File: config.mk
export PLATFORM = sky130hd
export DESIGN_NAME = car_sensor_gen
export DESIGN_NICKNAME = d
export VERILOG_FILES = /design/src/rtl/car_sensor_gen.sv
export SDC_FILE = /design/constraint.sdc
export NUM_CORES = 1
export LEC_CHECK = 0
export CAP_MARGIN = 20
export CORE_MARGIN = 4
export CORE_UTILIZATION = 50
export CTS_CLUSTER_SIZE = 16
export DETAILED_ROUTE_END_ITERATION = 12
export PLACE_DENSITY_LB_ADDON = 0.12
export SLEW_MARGIN = 20
export SYNTH_ARGS = -nofsm -noshare
export SYNTH_HDL_FRONTEND = slang
export SYNTH_SLANG_ARGS = --single-unit
File: constraint.sdc
create_clock -name clk -period 2.45 [get_ports clk]
set_clock_uncertainty 0.2 [all_clocks]
set_input_delay 0.49 -clock clk [delete_from_list [all_inputs] [get_ports clk]]
set_output_delay 0.49 -clock clk [all_outputs]
set_load 0.01 [all_outputs]
File: src/rtl/car_sensor_gen.sv
// Emulates a car passing a two-beam sensor pair (A, B) in the entry or exit direction.
// Each phase is held for STEP_CYCLES clocks. Completed passes are counted per direction.
module car_sensor_gen #(
  parameter int unsigned STEP_CYCLES = 10,
  parameter int unsigned CNT_W       = 8
) (
  input  logic             clk,
  input  logic             rst,
  input  logic             go_in,
  input  logic             go_out,
  output logic             A,
  output logic             B,
  output logic             busy,
  output logic             done,
  output logic             err,
  output logic [CNT_W-1:0] cnt_in,
  output logic [CNT_W-1:0] cnt_out
);

  localparam logic [2:0] S_IDLE = 3'd0;
  localparam logic [2:0] S_P1   = 3'd1;
  localparam logic [2:0] S_P2   = 3'd2;
  localparam logic [2:0] S_P3   = 3'd3;
  localparam logic [2:0] S_GAP  = 3'd4;

  localparam logic [15:0] DWELL_LAST = 16'(STEP_CYCLES - 1);

  logic [2:0]       state_q, state_d;
  logic             dir_q, dir_d;      // 0 = entry, 1 = exit
  logic [15:0]      dwell_q, dwell_d;
  logic [1:0]       ab_q, ab_d;        // {A, B}
  logic             busy_q, busy_d;
  logic             done_q, done_d;
  logic             err_q, err_d;
  logic [CNT_W-1:0] cnt_in_q, cnt_in_d;
  logic [CNT_W-1:0] cnt_out_q, cnt_out_d;

  logic dwell_end;

  assign dwell_end = (dwell_q == DWELL_LAST);

  always_comb begin
    state_d   = state_q;
    dir_d     = dir_q;
    dwell_d   = dwell_q;
    done_d    = 1'b0;
    cnt_in_d  = cnt_in_q;
    cnt_out_d = cnt_out_q;

    // Requests are rejected while busy, or when both directions collide in idle.
    if (state_q == S_IDLE) begin
      err_d = go_in & go_out;
    end else begin
      err_d = go_in | go_out;
    end

    case (state_q)
      S_IDLE: begin
        if (go_in ^ go_out) begin
          state_d = S_P1;
          dir_d   = go_out;
          dwell_d = 16'd0;
        end
      end
      S_P1, S_P2, S_P3, S_GAP: begin
        if (dwell_end) begin
          dwell_d = 16'd0;
          case (state_q)
            S_P1:    state_d = S_P2;
            S_P2:    state_d = S_P3;
            S_P3:    state_d = S_GAP;
            default: begin
              state_d = S_IDLE;
              done_d  = 1'b1;
              if (dir_q) begin
                cnt_out_d = cnt_out_q + CNT_W'(1);
              end else begin
                cnt_in_d  = cnt_in_q + CNT_W'(1);
              end
            end
          endcase
        end else begin
          dwell_d = dwell_q + 16'd1;
        end
      end
      default: begin
        state_d = S_IDLE;
        dwell_d = 16'd0;
      end
    endcase

    busy_d = (state_d != S_IDLE);

    // Sensor levels follow the next state so they switch on the same edge as the state.
    case (state_d)
      S_P1:    ab_d = dir_d ? 2'b10 : 2'b01;
      S_P2:    ab_d = 2'b11;
      S_P3:    ab_d = dir_d ? 2'b01 : 2'b10;
      default: ab_d = 2'b00;
    endcase
  end

  always_ff @(posedge clk) begin
    if (rst) begin
      state_q   <= S_IDLE;
      dir_q     <= 1'b0;
      dwell_q   <= 16'd0;
      ab_q      <= 2'b00;
      busy_q    <= 1'b0;
      done_q    <= 1'b0;
      err_q     <= 1'b0;
      cnt_in_q  <= '0;
      cnt_out_q <= '0;
    end else begin
      state_q   <= state_d;
      dir_q     <= dir_d;
      dwell_q   <= dwell_d;
      ab_q      <= ab_d;
      busy_q    <= busy_d;
      done_q    <= done_d;
      err_q     <= err_d;
      cnt_in_q  <= cnt_in_d;
      cnt_out_q <= cnt_out_d;
    end
  end

  assign A       = ab_q[1];
  assign B       = ab_q[0];
  assign busy    = busy_q;
  assign done    = done_q;
  assign err     = err_q;
  assign cnt_in  = cnt_in_q;
  assign cnt_out = cnt_out_q;

endmodule

==> flow_metrics.py <==
metrics = {
    "clocking": {
        "post_cts_buffers": 0,
        "root_buffer": "clkbuf_8",
        "cts_tree": "done",
        "cts_made_buffers": 5,
        "cts_sinks": 41,
        "cts.reportedPaths.clkPinSlew_ns": 0.08,
        "htreeDepth": 2,
        "clock_path_buffers": 2,
        "clk_latency_ns": 0.29,
    },
    "yosys": {
        "ys_seq_area_share_pct": 36.4,
        "synth_edf_count": 0,
        "synth_fp_nets": 277,
        "yosysUniqueCellTypes": 47,
        "syn_inst": 267,
        "synth_top_area_share_pct": 36.4,
        "netlist_area_mm2": 0.00225,
        "synth_top_area_cell": "dfxtp_1",
        "avgSynthCellArea_um2": 8.44,
        "ys_seq_elements": 41,
        "yosysWarnings": 0,
        "synthArstFlopShare_pct": 0,
        "yosysMostFrequentCell": "dfxtp_1",
        "synth_area_leaders": "dfxtp_1 36%, a21oi_1 4.4%, nand4_1 4.4%",
        "synth_ff_type": "dfxtp_1",
        "synth_common_cells": "41 x dfxtp_1, 20 x a21oi_1, 20 x nand2_1",
    },
    "pwr": {
        "cellPowerDensity_mw_per_mm2": 479,
        "combinationalPowerShare_pct": 11.1,
        "switchingPower_w": 0.000326,
        "swShare_pct": 24.7,
        "pwr-share-seq_pct": 51.9,
        "irDropWorstVdd_uv": 240,
        "p_leak_nw": 0.912,
        "p_int_w": 0.000997,
        "clkPwrFrac_pct": 37.0,
    },
    "critical_path": {
        "cp-end-kind": "flop",
        "startpoint_type": "input port",
        "path_class": "input port to flop",
        "max_stage_delay_ns": 0.52,
        "cp_slowest_cell": "or4b_4",
        "required_ns": 2.46,
        "crit_buf_inv": 2,
        "path_cells": "dlygate4sd2_1, inv_2, ha_4, nor4_2, or4_4, or4b_4, a211oi_2",
        "cpLargestDelayFamily": "simple AND/OR/NAND/NOR gates",
        "crit_fanout": 4,
        "critPathArrivalTime_ns": 2.30,
        "rrSetupSlack_ns": 0.16,
    },
    "cells_and_area": {
        "diodes": 0,
        "area_delta_synth_final_pct": 22.5,
        "finish.instance_area_mm2": 0.00276,
        "final_core_util_pct": 63.4,
        "fillers": 383,
        "drive_gt1_share_pct": 16.9,
        "layout.cells.non_filler": 354,
        "finalNetCount": 311,
    },
    "floorplanning": {
        "initial_utilization_pct": 51.7,
        "num_rows": 24,
        "die_area_mm2": 0.00564,
        "die_x_um": 75.1,
        "die_h_um": 75.1,
        "ios": 25,
        "coreArea_mm2": 0.00435,
    },
    "sta": {
        "hold_ws_ns": 0.306,
        "max_freq_mhz": 437,
        "fin_ws_ns": 0.163,
        "slew_headroom_pct": 53.0,
        "hold_viol": 0,
        "period_minus_slack_ns": 2.29,
        "setup_viol": 0,
        "rsz0062_at_grt": "false",
        "fin_crit_sh_pct": 93.4,
        "drv_slew": 0,
        "worst_pin_slew_ns": 0.705,
    },
    "global_route": {
        "grt_pass1_wl_um": 8960,
        "antenna_found_initial": 0,
        "grt_start_max_net_pins": 19,
        "grt_pass1_vias": 1881,
        "grt.total_usage_pct": 20.0,
        "gr-total-overflow": 0,
    },
    "detailed_routing": {
        "dr_total_vias": 2144,
        "routed_wl_um": 5280,
        "firstDrtPassIters": 4,
        "wire_per_inst_um": 14.9,
        "drt_iter0_markers": 125,
        "remaining_drc_errors": 0,
        "avgViaCountPerCell": 6.06,
        "antenna_left": 0,
    },
    "placed_design": {
        "placed_cells": 346,
        "dp.final_hpwl_um": 3790,
        "dpl_cell_area_mm2": 0.00265,
        "dp_slack_ns": -0.479,
        "io_buffers": 24,
        "place_congestion": 0.810,
    },
    "flow_run": {
        "maxCapViolCount": 0,
    },
    "run_status": {
        "outcome": "finished clean",
    },
    "min_path": {
        "hp-class": "flop to flop",
    },
}
[repair_timing]
action                     in CTS  in global routing
setup endpoints to repair       5                  0
resized for setup               5                  0
hold buffers                    0                  0
[flip-flops by register name, summed over array words and instances (netlist names)]
name	flops
cnt_out	8
dir_q	1
cnt_in	8
dwell_q	16
state_q	3
ab_q	2
busy	1
err	1
done	1
[power by group through the flow]
stage                     clock, W  sequential, W  combinational [W]
after floorplan                  0       0.000705          0.0000812
final                     0.000489       0.000687           0.000146
after detailed placement         0       0.000703           0.000144
after global placement           0       0.000703           0.000141
after global routing      0.000533       0.000689           0.000162
after CTS                 0.000501       0.000687           0.000146
[cell type report]
type,count,area [um^2],share of cell area [%]
Multi-Input combinational cell,202,1360,49.2
Clock buffer,7,96.3,3.49
Tap cell,52,65.1,2.36
Clock inverter,1,5.00,0.181
Sequential cell,41,821,29.8
Timing Repair Buffer,44,388,14.1
Inverter,7,26.3,0.952
[per-layer routing]
layer  vias up  GRT usage [%]  routed length [um]
met3         4           2.80                 156
met4         0           5.34                  43
met5         -              0                   0
met2        35           30.8                2420
li1       1082              -                   -
met1      1023           29.2                2660
[cells in the final DEF, fill, tap and decap left out, types with 3 or more instances in the layout]
cell type	instances
mux2_2	8
nand3_1	10
dfxtp_1	41
o21ai_0	7
nand4b_1	4
nor2_1	13
ha_1	5
nor4_1	8
a31oi_1	4
inv_1	4
a211oi_1	6
nor3_1	12
and3_1	4
nor2b_1	9
or3_1	3
nand4_1	16
buf_4	20
clkbuf_8	7
clkdlybuf4s50_1	22
or4_1	10
o31ai_1	10
nand2_1	20
a21oi_1	20
[stage by stage]
step	setup TNS (ns)	total power, W
global placement	-2.87	0.000844
finish	0	0.00132
global route	0	0.00138
detailed placement	-3.84	0.000847
CTS	0	0.00133
floorplan	0	0.000786
[final timing paths]
kind                           start                        to  depth (start not counted)
max                           go_out  dwell_q[11]$_SDFFE_PP0P_                          7
max reg2reg  dwell_q[3]$_SDFFE_PP0P_  dwell_q[11]$_SDFFE_PP0P_                          4
min           cnt_in[6]$_SDFFE_PP0P_    cnt_in[6]$_SDFFE_PP0P_                          2
min reg2reg   cnt_in[6]$_SDFFE_PP0P_    cnt_in[6]$_SDFFE_PP0P_                          2
[tightest hold or removal path, delay by kind of cell, from the launching register on]
kind | cells | cell delay, ns
AOI/OAI and AO/OA | 2 | 0.13
DFF | 1 | 0.34
[cells by family after synthesis]
logic type	after synthesis	share of synthesized area (%)
mux	10	4.89
fa+ha+maj	8	4.22
simple gates	127	34.1
flops	41	36.4
buf+inv	24	4.11
xor+xnor	3	1.17
compound gates	54	15.1
No activity file was read; power rests on OpenSTA's default activity.
==> edit 1 (same settings) <==
Remove the register `done_q`: a continuous assignment takes its place, so the output `done` follows one clock earlier.
--- a/src/rtl/car_sensor_gen.sv
+++ b/src/rtl/car_sensor_gen.sv
@@ -107,7 +107,6 @@
       dwell_q   <= 16'd0;
       ab_q      <= 2'b00;
       busy_q    <= 1'b0;
-      done_q    <= 1'b0;
       err_q     <= 1'b0;
       cnt_in_q  <= '0;
       cnt_out_q <= '0;
@@ -117,12 +116,13 @@
       dwell_q   <= dwell_d;
       ab_q      <= ab_d;
       busy_q    <= busy_d;
-      done_q    <= done_d;
       err_q     <= err_d;
       cnt_in_q  <= cnt_in_d;
       cnt_out_q <= cnt_out_d;
     end
   end
+
+  assign done_q = done_d;
 
   assign A       = ab_q[1];
   assign B       = ab_q[0];
Function: no difference found for any inputs over 10 cycles, from zero or initial values and one cycle with rst high; that may be too few to reach the edited logic, so the function may still have changed.
==> edit 1 against the unedited design <==
- sequential cell count fell by 1
- area after synthesis fell by 6.3%
- count of clock-buffer cells in the layout fell by 2
- cell area fell by 2.4%
- wire length fell by 15%
- power rose by 5.3%
- sequential share of layout area barely moved
- core utilization rose by 3.5 points
- setup slack got worse by 8.6 ps
- worst hold slack got worse by 12 ps
==> edit 1: results <==
export IMPL_met2WireLength_mm=2.02
export IMPL_r2r_start="state_q[1]$_SDFF_PP0_"
export IMPL_largest_register_ffs=16
export IMPL_path_clk_slew_ps=80
export IMPL_firstDrtPassIters=4
export IMPL_yosysSeqAreaShare_pct=38.0
export IMPL_drtAntennaViolNets=0
export IMPL_grt_max_degree=28
export IMPL_final_layout_size_suffix_gt1_share_pct=18.5
export IMPL_crit_path_max_fanout=2
export IMPL_synthTopCellsByCount="dfxtp_1 (40), nor2_1 (29), nand2_1 (20)"
export IMPL_timing_rr_end="dwell_q[14]$_SDFFE_PP0P_"
export IMPL_clock_latency_ps=290
export IMPL_cts_resized=3
export IMPL_via_count=1875
export IMPL_hpwl_mm=3.21
export IMPL_num_nets_final=301
export IMPL_finalMaxSlewViolations=0
export IMPL_seq_share_pct=29.7
export IMPL_syn_num_nets=260
export IMPL_grt_pass1_vias=1711
export IMPL_grt_pass1_wl_mm=7.62
export IMPL_cts_sinks=40
export IMPL_cp_startpoint="dwell_q[0]$_SDFFE_PP0P_"
export IMPL_signal_buffers=48
export IMPL_clockBufferDepth=2
export IMPL_drt_met1_wl_mm=2.30
export IMPL_worstPathArrival_ps=1610
export IMPL_ir_drop_v=0.000399
export IMPL_yosys_most_used_dff="dfxtp_1"
export IMPL_track_usage_pct=17.9
export IMPL_multi_input_gates=185
export IMPL_cts_buffers=5
export IMPL_synthDistinctLibCells=48
export IMPL_rrSetupSlack_ps=270
export IMPL_synth_edf_count=0
export IMPL_holdCritStartpoint="cnt_out[1]$_SDFFE_PP0P_"
export IMPL_whs_endpoint="cnt_out[1]$_SDFFE_PP0P_"
export IMPL_ys_top_cells_by_area="dfxtp_1 (38%), nor2_1 (5.2%), a21oi_1 (4.0%)"
export IMPL_multi_input_area_share_pct=46.3
export IMPL_drt_iter0_drc=105
export IMPL_hold_path_class="reg2reg"
export IMPL_outcome="completed"
export IMPL_wirelength_mm=4.48
export IMPL_p_leak_nw=1.03
export IMPL_r2r_cells=6
export IMPL_clkCellAreaFrac_pct=4.32
export IMPL_top_layer="met4"
export IMPL_synth_warning_count=0
export IMPL_nFillCells=357
export IMPL_route_met3_wl_um=140
export IMPL_worstMarginPinSlew_ps=824
export IMPL_gp_congestion=0.785
export IMPL_final_nonclk_buf_share_pct=15.8
export IMPL_nNonClkInverters=11
==> edit 1: report_power, final <==
part	switching [mW]	leakage, nW	internal [mW]
registers	0.0125	0.324	0.665
logic	0.0821	0.648	0.0802
clock network	0.246	0.0583	0.307
==> edit 1: layer usage <==
layer | vias to the layer above | global-route usage, %
li1 | 973 | -
met1 | 874 | 24.7
met2 | 26 | 27.8
met3 | 2 | 4.82
met4 | 0 | 4.30
met5 | - | 0
==> edit 1: worst max-delay path by stage <==
stage	end	slack (ps)	cells past startpoint
2_1_floorplan	ab_q[1]$_SDFF_PP0_	60	7
3_3_place_gp	ab_q[1]$_SDFF_PP0_	-310	8
3_5_place_dp	ab_q[1]$_SDFF_PP0_	-350	8
4_1_cts	ab_q[1]$_SDFF_PP0_	3	8
5_1_grt	done	1	6
6_report	done	150	5
==> edit 1: stage by stage <==
| stage | area, um^2 | hold slack [ps] | power (mW) | cells | worst slack [ps] |
|---|---|---|---|---|---|
| after detailed placement | 2530 | 283 | 0.844 | 333 | -352 |
| final | 2690 | 295 | 1.39 | 342 | 154 |
| after floorplan | 2130 | 252 | 0.787 | 250 | 60.7 |
| after global placement | 2530 | 280 | 0.842 | 333 | -313 |
| after CTS | 2650 | 295 | 1.39 | 341 | 3.31 |
| after global routing | 2690 | 312 | 1.46 | 342 | 1.34 |
==> edit 1: logic make-up after synthesis <==
group	Yosys count	share of synthesized area (%)
muxes	2	1.13
xor gates and xnor gates	17	7.06
and+or+nand+nor	117	31.9
buffers and inverters	25	5.34
DFF	40	38.0
AOI/OAI and AO/OA	42	12.5
adders and majority gates	7	4.09
==> edit 1: worst max-delay path, cell delays in order (launching register included) <==
cell	delay [ps]
dfxtp_1	350
ha_1	170
nor4b_4	200
nand4_1	180
nor2_2	150
dlygate4sd2_1	280
==> edit 2 (same flow settings) <==
Made on the original files. The parameter `CNT_W` goes from 8 to 6.
--- a/src/rtl/car_sensor_gen.sv
+++ b/src/rtl/car_sensor_gen.sv
@@ -2,7 +2,7 @@
 // Each phase is held for STEP_CYCLES clocks. Completed passes are counted per direction.
 module car_sensor_gen #(
   parameter int unsigned STEP_CYCLES = 10,
-  parameter int unsigned CNT_W       = 8
+  parameter int unsigned CNT_W       = 6
 ) (
   input  logic             clk,
   input  logic             rst,
Ports: changed (resized cnt_in and cnt_out); port bits go from 25 to 21. No check against the original RTL was run, so the function may have changed too.
==> edit 2 against the unedited design <==
- wire length shrank 15%
- critical endpoint is now cnt_out[2]$_SDFFE_PP0P_
- power shrank 11%
- highest routed layer unchanged
- largest cell class unchanged
- core utilization rose by 2.1 points
- non-clock buffer count down 7
- area after synthesis down 11%
- cell area decreased by 11%
- sequential cell count is 4 lower
- setup slack gained 120 ps
==> edit 2: results <==
export IMPL_min_path_cells=2
export IMPL_via_count=1799
export IMPL_cts_htree_levels=2
export IMPL_num_nets_final=273
export IMPL_crit_path_max_fanout=9
export IMPL_ir_drop_v=0.000348
export IMPL_top_register="dwell_q"
export IMPL_holdCritStartpoint="cnt_in[1]$_SDFFE_PP0P_"
export IMPL_largest_register_ffs=16
export IMPL_syn_num_nets=247
export IMPL_cts_buffers=5
export IMPL_final_layout_size_suffix_gt1_share_pct=15.5
export IMPL_ys_top_cells_by_area="dfxtp_1 (37%), a21oi_1 (5.2%), ha_1 (3.7%)"
export IMPL_synthTopCellsByCount="dfxtp_1 (37), a21oi_1 (21), nand2_1 (18)"
export IMPL_root_buffer="clkbuf_8"
export IMPL_clock_latency_ps=280
export IMPL_timing_rr_end="cnt_out[2]$_SDFFE_PP0P_"
export IMPL_hpwl_mm=3.12
export IMPL_yosys_most_used_dff="dfxtp_1"
export IMPL_whs_endpoint="cnt_in[1]$_SDFFE_PP0P_"
export IMPL_drt_iter0_drc=116
export IMPL_track_usage_pct=18.1
export IMPL_io_buffers=20
export IMPL_firstDrtPassIters=4
export IMPL_antenna_found_initial=0
export IMPL_synthMuxAreaShare_pct=3.17
export IMPL_yosys_area_share_adder_pct=4.78
export IMPL_hold_slack_ps=299
export IMPL_nFillCells=312
export IMPL_p_int_uw=888
export IMPL_antennaDiodeCount=0
export IMPL_p_leak_nw=0.841
export IMPL_grt_max_degree=23
export IMPL_wl_per_cell_um=14.4
export IMPL_r2r_cells=4
export IMPL_synth_xor_area_share_pct=2.17
export IMPL_grt_pass1_vias=1655
export IMPL_placed_cell_area_um2=2320
export IMPL_synthDistinctLibCells=45
export IMPL_grt_pass1_wl_mm=7.59
export IMPL_path_clk_slew_ps=70
export IMPL_hold_path_class="reg2reg"
export IMPL_outcome="completed"
export IMPL_synth_warning_count=0
export IMPL_worstPathArrival_ps=2180
export IMPL_clockBufferDepth=2
export IMPL_rrSetupSlack_ps=280
export IMPL_synth_compound_area_share_pct=16.5
export IMPL_yosysSeqAreaShare_pct=36.7
export IMPL_gp_congestion=0.847
export IMPL_worstMarginPinSlew_ps=654
export IMPL_post_route_drc_count=0
export IMPL_ys_async_sr_fraction_pct=0
export IMPL_r2r_start="dwell_q[12]$_SDFFE_PP0P_"
edit 2: changes by cell type after synthesis, moves of 5 or more:
| cell | delta |
|---|---|
| buf_2 | +5 |
| mux2_2 | -6 |
| nor2_1 | -5 |
| nor4_1 | -8 |
| or3_1 | +7 |
edit 2: repair_timing:
action,in CTS,in global routing
setup buffers,1,1
cloned,0,0
resized for setup,4,7
setup endpoints to repair,11,14
pin swaps,0,3
edit 2: metal layers:
| layer | up-vias | GRT usage, % | routed length (um) |
|---|---|---|---|
| li1 | 937 | - | - |
| met1 | 825 | 25.3 | 2240 |
| met2 | 29 | 27.0 | 2040 |
| met3 | 8 | 4.21 | 153 |
| met4 | 0 | 6.89 | 63 |
| met5 | - | 0 | 0 |
edit 2: layout make-up:
class / count / area (um^2) / area share, %
multi-input combinational: 175 / 1220 / 49.3
sequential: 37 / 741 / 30.0
timing repair buffer: 37 / 345 / 14.0
clock buffer: 8 / 80.1 / 3.24
tap: 48 / 60.1 / 2.43
inverter: 7 / 26.3 / 1.06
edit 2: cell families after synthesis:
group	Yosys count
and+or+nand+nor	101
AOI/OAI and AO/OA	55
DFF	37
buffers and inverters	25
adders and majority gates	8
muxes	6
xor gates and xnor gates	5
edit 2: power by group through the flow:
stage / registers (mW) / logic (mW) / clock network, mW
3_5_place_dp: 0.638 / 0.132 / 0
6_report: 0.626 / 0.150 / 0.400
5_1_grt: 0.627 / 0.164 / 0.432
4_1_cts: 0.624 / 0.139 / 0.416
3_3_place_gp: 0.637 / 0.131 / 0
2_1_floorplan: 0.637 / 0.0760 / 0
edit 2: worst max-delay path by stage:
| stage | start | to | slack (ps) | cells after the start |
|---|---|---|---|---|
| 2_1_floorplan | go_in | dwell_q[8]$_SDFFE_PP0P_ | 180 | 6 |
| 3_3_place_gp | go_out | ab_q[1]$_SDFF_PP0_ | -340 | 7 |
| 6_report | dwell_q[12]$_SDFFE_PP0P_ | cnt_out[2]$_SDFFE_PP0P_ | 280 | 4 |
| 5_1_grt | dwell_q[10]$_SDFFE_PP0P_ | dwell_q[4]$_SDFFE_PP0P_ | 130 | 4 |
| 4_1_cts | go_in | ab_q[0]$_SDFF_PP0_ | 2 | 7 |
| 3_5_place_dp | go_in | ab_q[1]$_SDFF_PP0_ | -380 | 7 |
edit 2: critical path: stages, from the launching register on:
cell and delay, ps:
dfxtp_1 350, nor4_2 420, nand4_1 410, or4_1 580
a21oi_1 150
edit 2: per-stage QoR:
step | util (%) | std cells | worst slack (ps) | TNS (ps)
global placement | 61.6 | 302 | -337 | -4420
CTS | 64.5 | 311 | 1.91 | 0
finish | 65.5 | 312 | 279 | 0
global route | 65.5 | 312 | 125 | 0
floorplan | - | 237 | 183 | 0
detailed placement | 61.6 | 302 | -376 | -4840
